File: src/rtl/digit_serial_adder_if.sv
// Operand/result handshake bundle for the digit-serial adder.
interface digit_serial_adder_if #(
    parameter int WIDTH = 16
);
    localparam int CNT_W = $clog2(WIDTH / 4 + 1);

    logic             in_valid;
    logic             in_ready;
    logic [WIDTH-1:0] a;
    logic [WIDTH-1:0] b;
    logic             cin;
    logic             out_valid;
    logic             out_ready;
    logic [WIDTH-1:0] sum;
    logic             cout;
    logic             ovf;
    logic [CNT_W-1:0] skip_count;

    modport master (
        output in_valid, a, b, cin, out_ready,
        input  in_ready, out_valid, sum, cout, ovf, skip_count
    );

    modport slave (
        input  in_valid, a, b, cin, out_ready,
        output in_ready, out_valid, sum, cout, ovf, skip_count
    );
endinterface

File: src/rtl/digit_serial_adder.sv
// Digit-serial WIDTH-bit adder: one 4-bit carry-skip slice reused per
// nibble, LSB nibble first, with a registered inter-nibble carry.
module digit_serial_adder #(
    parameter int WIDTH = 16
) (
    input  logic                clk,
    input  logic                rst,
    digit_serial_adder_if.slave bus
);
    localparam int NIBBLES = WIDTH / 4;
    localparam int CNT_W   = $clog2(NIBBLES + 1);

    generate
        if (WIDTH < 4 || (WIDTH % 4) != 0) begin : g_bad_width
            $error("digit_serial_adder: WIDTH must be a multiple of 4 and >= 4");
        end
    endgenerate

    typedef enum logic [1:0] {IDLE, RUN, DONE} state_t;

    state_t           state, state_nxt;
    logic [WIDTH-1:0] a_sh, b_sh, sum_sh;
    logic             carry, a_msb, b_msb;
    logic [CNT_W-1:0] cnt, skip_cnt;
    logic [WIDTH-1:0] sum_q;
    logic             cout_q, ovf_q;

    // slice signals
    logic [3:0]       p, g, s;
    logic [4:0]       c;
    logic             skip, slice_cout;
    logic [WIDTH-1:0] sum_next;
    logic             last;

    // Carry-skip slice: ripple inside the nibble, bypass when all bits propagate
    always_comb begin
        p    = a_sh[3:0] ^ b_sh[3:0];
        g    = a_sh[3:0] & b_sh[3:0];
        c    = '0;
        c[0] = carry;
        for (int i = 0; i < 4; i++)
            c[i+1] = g[i] | (p[i] & c[i]);
        s          = p ^ c[3:0];
        skip       = &p;
        slice_cout = skip ? carry : c[4];
        // new nibble enters at the MSB end; shift form also covers WIDTH=4
        sum_next   = (sum_sh >> 4) | (WIDTH'(s) << (WIDTH - 4));
        last       = (cnt == CNT_W'(NIBBLES - 1));
    end

    // State register
    always_ff @(posedge clk or posedge rst) begin
        if (rst) state <= IDLE;
        else     state <= state_nxt;
    end

    // Next-state logic
    always_comb begin
        state_nxt = state;
        case (state)
            IDLE:    if (bus.in_valid)  state_nxt = RUN;
            RUN:     if (last)          state_nxt = DONE;
            DONE:    if (bus.out_ready) state_nxt = IDLE;
            default:                    state_nxt = IDLE;
        endcase
    end

    // Handshake outputs decoded from state
    always_comb begin
        bus.in_ready  = (state == IDLE);
        bus.out_valid = (state == DONE);
    end

    // Datapath: operand latch, nibble sequencing, result capture on last nibble
    always_ff @(posedge clk or posedge rst) begin
        if (rst) begin
            a_sh     <= '0;
            b_sh     <= '0;
            sum_sh   <= '0;
            carry    <= 1'b0;
            a_msb    <= 1'b0;
            b_msb    <= 1'b0;
            cnt      <= '0;
            skip_cnt <= '0;
            sum_q    <= '0;
            cout_q   <= 1'b0;
            ovf_q    <= 1'b0;
        end else begin
            case (state)
                IDLE: if (bus.in_valid) begin
                    a_sh     <= bus.a;
                    b_sh     <= bus.b;
                    carry    <= bus.cin;
                    a_msb    <= bus.a[WIDTH-1];
                    b_msb    <= bus.b[WIDTH-1];
                    sum_sh   <= '0;
                    cnt      <= '0;
                    skip_cnt <= '0;
                end
                RUN: begin
                    sum_sh <= sum_next;
                    carry  <= slice_cout;
                    a_sh   <= a_sh >> 4;
                    b_sh   <= b_sh >> 4;
                    cnt    <= cnt + CNT_W'(1);
                    if (skip) skip_cnt <= skip_cnt + CNT_W'(1);
                    if (last) begin
                        sum_q  <= sum_next;
                        cout_q <= slice_cout;
                        ovf_q  <= (a_msb == b_msb) && (sum_next[WIDTH-1] != a_msb);
                    end
                end
                default: ;
            endcase
        end
    end

    assign bus.sum        = sum_q;
    assign bus.cout       = cout_q;
    assign bus.ovf        = ovf_q;
    assign bus.skip_count = skip_cnt;

endmodule

File: src/flat_wrapper.sv
// flat-port wrapper written by rule: the top's interface ports become plain ports
module digit_serial_adder_flat 
#(
    parameter int WIDTH = 16
)
  (clk, rst, bus_in_valid, bus_a, bus_b, bus_cin, bus_out_ready, bus_in_ready, bus_out_valid, bus_sum, bus_cout, bus_ovf, bus_skip_count);
  digit_serial_adder_if #(.WIDTH(WIDTH)) bus_i ();
  input  logic clk;
  input  logic rst;
  input wire logic [$bits(bus_i.in_valid)-1:0] bus_in_valid;
  input wire logic [$bits(bus_i.a)-1:0] bus_a;
  input wire logic [$bits(bus_i.b)-1:0] bus_b;
  input wire logic [$bits(bus_i.cin)-1:0] bus_cin;
  input wire logic [$bits(bus_i.out_ready)-1:0] bus_out_ready;
  output wire logic [$bits(bus_i.in_ready)-1:0] bus_in_ready;
  output wire logic [$bits(bus_i.out_valid)-1:0] bus_out_valid;
  output wire logic [$bits(bus_i.sum)-1:0] bus_sum;
  output wire logic [$bits(bus_i.cout)-1:0] bus_cout;
  output wire logic [$bits(bus_i.ovf)-1:0] bus_ovf;
  output wire logic [$bits(bus_i.skip_count)-1:0] bus_skip_count;
  assign bus_i.in_valid = bus_in_valid;
  assign bus_i.a = bus_a;
  assign bus_i.b = bus_b;
  assign bus_i.cin = bus_cin;
  assign bus_i.out_ready = bus_out_ready;
  assign bus_in_ready = bus_i.in_ready;
  assign bus_out_valid = bus_i.out_valid;
  assign bus_sum = bus_i.sum;
  assign bus_cout = bus_i.cout;
  assign bus_ovf = bus_i.ovf;
  assign bus_skip_count = bus_i.skip_count;
  digit_serial_adder #(.WIDTH(WIDTH)) u_core (.clk(clk), .rst(rst), .bus(bus_i));
endmodule
File: config.mk
export PLATFORM = sky130hd
export DESIGN_NAME = digit_serial_adder_flat
export DESIGN_NICKNAME = d
export VERILOG_FILES = /design/src/rtl/digit_serial_adder_if.sv /design/src/rtl/digit_serial_adder.sv /design/src/flat_wrapper.sv
export SDC_FILE = /design/constraint.sdc
export NUM_CORES = 1
export LEC_CHECK = 0
export BUFFER_PORTS_ARGS = -buffer_cell sky130_fd_sc_hd__clkbuf_2
export CAP_MARGIN = 20
export CORE_AREA = 8 8 108 120
export CTS_CLUSTER_SIZE = 16
export DETAILED_ROUTE_END_ITERATION = 12
export DIE_AREA = 0 0 116 128
export PLACE_DENSITY = 0.5
export SLEW_MARGIN = 20
export SYNTH_ARGS = -nofsm -noshare
export SYNTH_HDL_FRONTEND = slang
export SYNTH_SLANG_ARGS = --single-unit
export TNS_END_PERCENT = 30
File: constraint.sdc
create_clock -name clk -period 4.09 [get_ports clk]
set_input_delay 0.409 -clock clk [delete_from_list [all_inputs] [get_ports clk]]
set_output_delay 0.409 -clock clk [all_outputs]
set_load 0.02 [all_outputs]
==> results.tsv <==
stage	metric	value	unit
outcome	status	completed	
floorplan	core-area	11100	sq um
final_layout	nFillCells	1162	
yosys	synth_area_per_cell	11.9	sq um
timing	drv_slew	0	
detailed_routing	highest_layer	met4	
timing	fin_ws	1660	ps
floorplan	ios	60	
detailed_routing	drt_wl_total	6950	um
setup_path	cpMaxStageDelayCell	fa_1	
detailed_routing	postRouteAntennaNets	0	
global_routing	grt_usage	10.3	%
placement	pre_cts_slack	1680	ps
yosys	synth-xor-area-share	0	%
setup_path	path_class	reg2reg	
clocking	cts-buffers-inserted	9	
yosys	synth_cell_type_count	31	
detailed_routing	met1_length	3140	um
timing	max_freq	412	MHz
detailed_routing	dr_wl_met3	364	um
floorplan	start_util	28.8	%
timing	period_needed	2430	ps
detailed_routing	drt_iter0_drc	106	
yosys	syn_inst	268	
detailed_routing	vias_per_cell	4.40	
yosys	netlist.area_leader.share	57.2	%
clocking	clk_latency	330	ps
final_layout	drive_above_1_share	29.6	%
yosys	yosysWarnings	0	
yosys	muxShareOfSynthArea	13.4	%
setup_path	slowest_delay	450	ps
timing	finalSetupViolations	0	
floorplan	rows	41	
timing	tns	0	ps
setup_path	cp.arrival	2650	ps
worst_hold_path	min_path_type	in2async	
timing	max_slew_margin	31.8	%
clocking	cts_hold_buf	0	
setup_path	cp_common_cell	fa_1	
power_and_ir_drop	power.density	841	nW/um^2
final_layout	mostFrequentLayoutCells	dfrtp_1, clkbuf_2, nand2_1	
final_layout	final_nets	371	
floorplan	fp.dieW	116	um
setup_path	path_cells	fa_1 > inv_1 > fa_1 > fa_1 > inv_1 > fa_1 > and3b_1 > a21oi_1 > o21ai_0	
setup_path	critPathTopFamily	adder cells	
yosys	synthSimpleGateAreaFrac	7.71	%
yosys	synth.largest_area_cell	dfrtp_1	
yosys	synth_adder_area_share	5.25	%
global_routing	grt_overflow	0	
timing	tightestPinTransition	1020	ps
final_layout	mostFrequentLayoutCell	dfrtp_1	
final_layout	num_antenna_cells	0	
placement	gp_congestion	0.716	
setup_path	critical_path.max_fanout	4	
clocking	path_clk_slew	60	ps
setup_path	start_kind	flop	
setup_path	endpoint_kind	flop	
yosys	synth_top_family_by_area	multiplexers	
timing	skew	8.18	ps
placement	dp_hpwl	4910	um
clocking	post-cts-setup-buffers	0	
yosys	ys_seq_area_share	57.2	%
clocking	h-tree-depth	3	
setup_path	crit_required	4320	ps
detailed_routing	drt-wirelength-per-cell	14.5	um
timing	finalCritPeriodShare	59.3	%
yosys	synth-seq-cells	73	
yosys	syn_nets	316	
final_layout	area_growth_syn_to_layout	23.6	%
clocking	cts_tree	yes	
yosys	yosys-top-cells-area	dfrtp_1, mux2i_1, a22o_1, nand2_1, mux2_2	
detailed_routing	drc	0	
timing	rsz0062_at_grt	false	
final_layout	fin_cells	478	
floorplan	die_h	128	um
floorplan	dieArea	14800	sq um
power_and_ir_drop	p_leak	1.96	nW
clocking	cts_resized	0	
run	drv_cap	0	
global_routing	grt_pass1_vias	2303	
clocking	clock-sinks	73	
clocking	root_buffer	clkbuf_16	
global_routing	grt_max_degree	48	
global_routing	grt_first_pass_wirelength	11800	um
global_routing	antenna_found_initial	0	
clocking	clk_path_buf_depth	2	
setup_path	cp_num_buf_inv	2	
detailed_routing	num_vias	2101	
power_and_ir_drop	irDropWorstVdd	0.263	mV
yosys	synth_area	3200	sq um
yosys	synth_compound_area_share	11.8	%
timing	hold_violations	0	
detailed_routing	dr.pass1.iters	4	
placement	port_buffers	59	
detailed_routing	wl_met2	3350	um
placement	placed_cells	462	
-- power breakdown --
part	switching (mW)	internal, mW
clock	0.293	0.565
combinational	0.696	0.530
sequential	0.205	1.03
total	1.19	2.13
-- worst paths after layout --
check | start | endpoint | slack, ps | cells after the start
setup / recovery | u_core.b_sh[0] | u_core.bus.ovf | 1660 | 9
hold / removal | rst | u_core.bus.sum[4] | 140 | 2
setup reg to reg | u_core.b_sh[0] | u_core.bus.ovf | 1660 | 9
hold reg to reg | u_core.b_sh[6] | u_core.b_sh[6] | 480 | 2
max in group asynchronous | rst | u_core.a_sh[11] | 3020 | 3
min in group clk | bus_out_ready | u_core.state[1] | 270 | 2
-- layout make-up --
class                      instances  area (sq um)  area share [%]
timing repair buffer              62           318            8.04
clock inverter                     5          77.6            1.96
multi-input combinational        165          1240            31.4
clock buffer                      11           253            6.40
sequential                        73          1830            46.2
inverter                          12          46.3            1.17
tap                              150           188            4.75
-- cell usage after synthesis --
master    number
and3b_1        1
nand2b_4       1
nand2_1       40
nand3b_1       1
nor2b_1        1
clkbuf_1       2
clkbuf_2       1
a211oi_1       1
nand2b_1       1
a22o_1        19
mux2_1         1
o31ai_1        1
buf_4          2
inv_1         12
nor3_1         1
buf_6          2
nand4_1        1
or4_1          1
or3b_2         1
o21ai_0       23
a21oi_1        2
dfrtp_1       73
o21bai_1       2
o21ai_1       11
nor2_1         3
ha_1           7
buf_2         11
nor3b_1        2
mux2_2        13
fa_1           4
mux2i_1       27
-- logic make-up after synthesis --
| logic type | Yosys count |
|---|---|
| AO/OA/AOI/OAI | 59 |
| adder cells (fa/ha/maj) | 11 |
| buffers and inverters | 30 |
| flip-flops | 73 |
| multiplexers | 41 |
| AND/OR/NAND/NOR | 54 |
-- worst register-to-register path, delay by kind of cell, from the launching register on --
kind                       cells  cell delay [ps]
AOI/OAI and AO/OA              2              170
adders and majority gates      4             1400
buffers and inverters          2              130
DFF                            1              400
and+or+nand+nor                1              230
-- flip-flops by register name (all words and copies together) (netlist names), 2 cells and up --
name / count
u_core.bus.sum: 16
u_core.a_sh: 16
u_core.state: 2
u_core.cnt: 3
u_core.sum_sh: 12
u_core.bus.skip_count: 3
u_core.b_sh: 16
-- metrics by stage --
step / power, mW / instance area [sq um] / hold WS (ps) / util [%]
final: 3.32 / 3950 / 141 / 35.7
after global routing: 3.60 / 3950 / 191 / 35.7
after CTS: 3.39 / 3950 / 163 / 35.6
after detailed placement: 2.52 / 3620 / 469 / 32.6
after global placement: 2.48 / 3620 / 461 / 32.6
after floorplan: 2.18 / 3200 / 449 / -
-- layer usage --
metal  track usage (%)  vias up
li1                  -     1031
met1              12.5     1024
met2              16.5       41
met3              3.35        5
met4              4.35        0
met5                 0        -
Power figures use the tool's default switching activity.
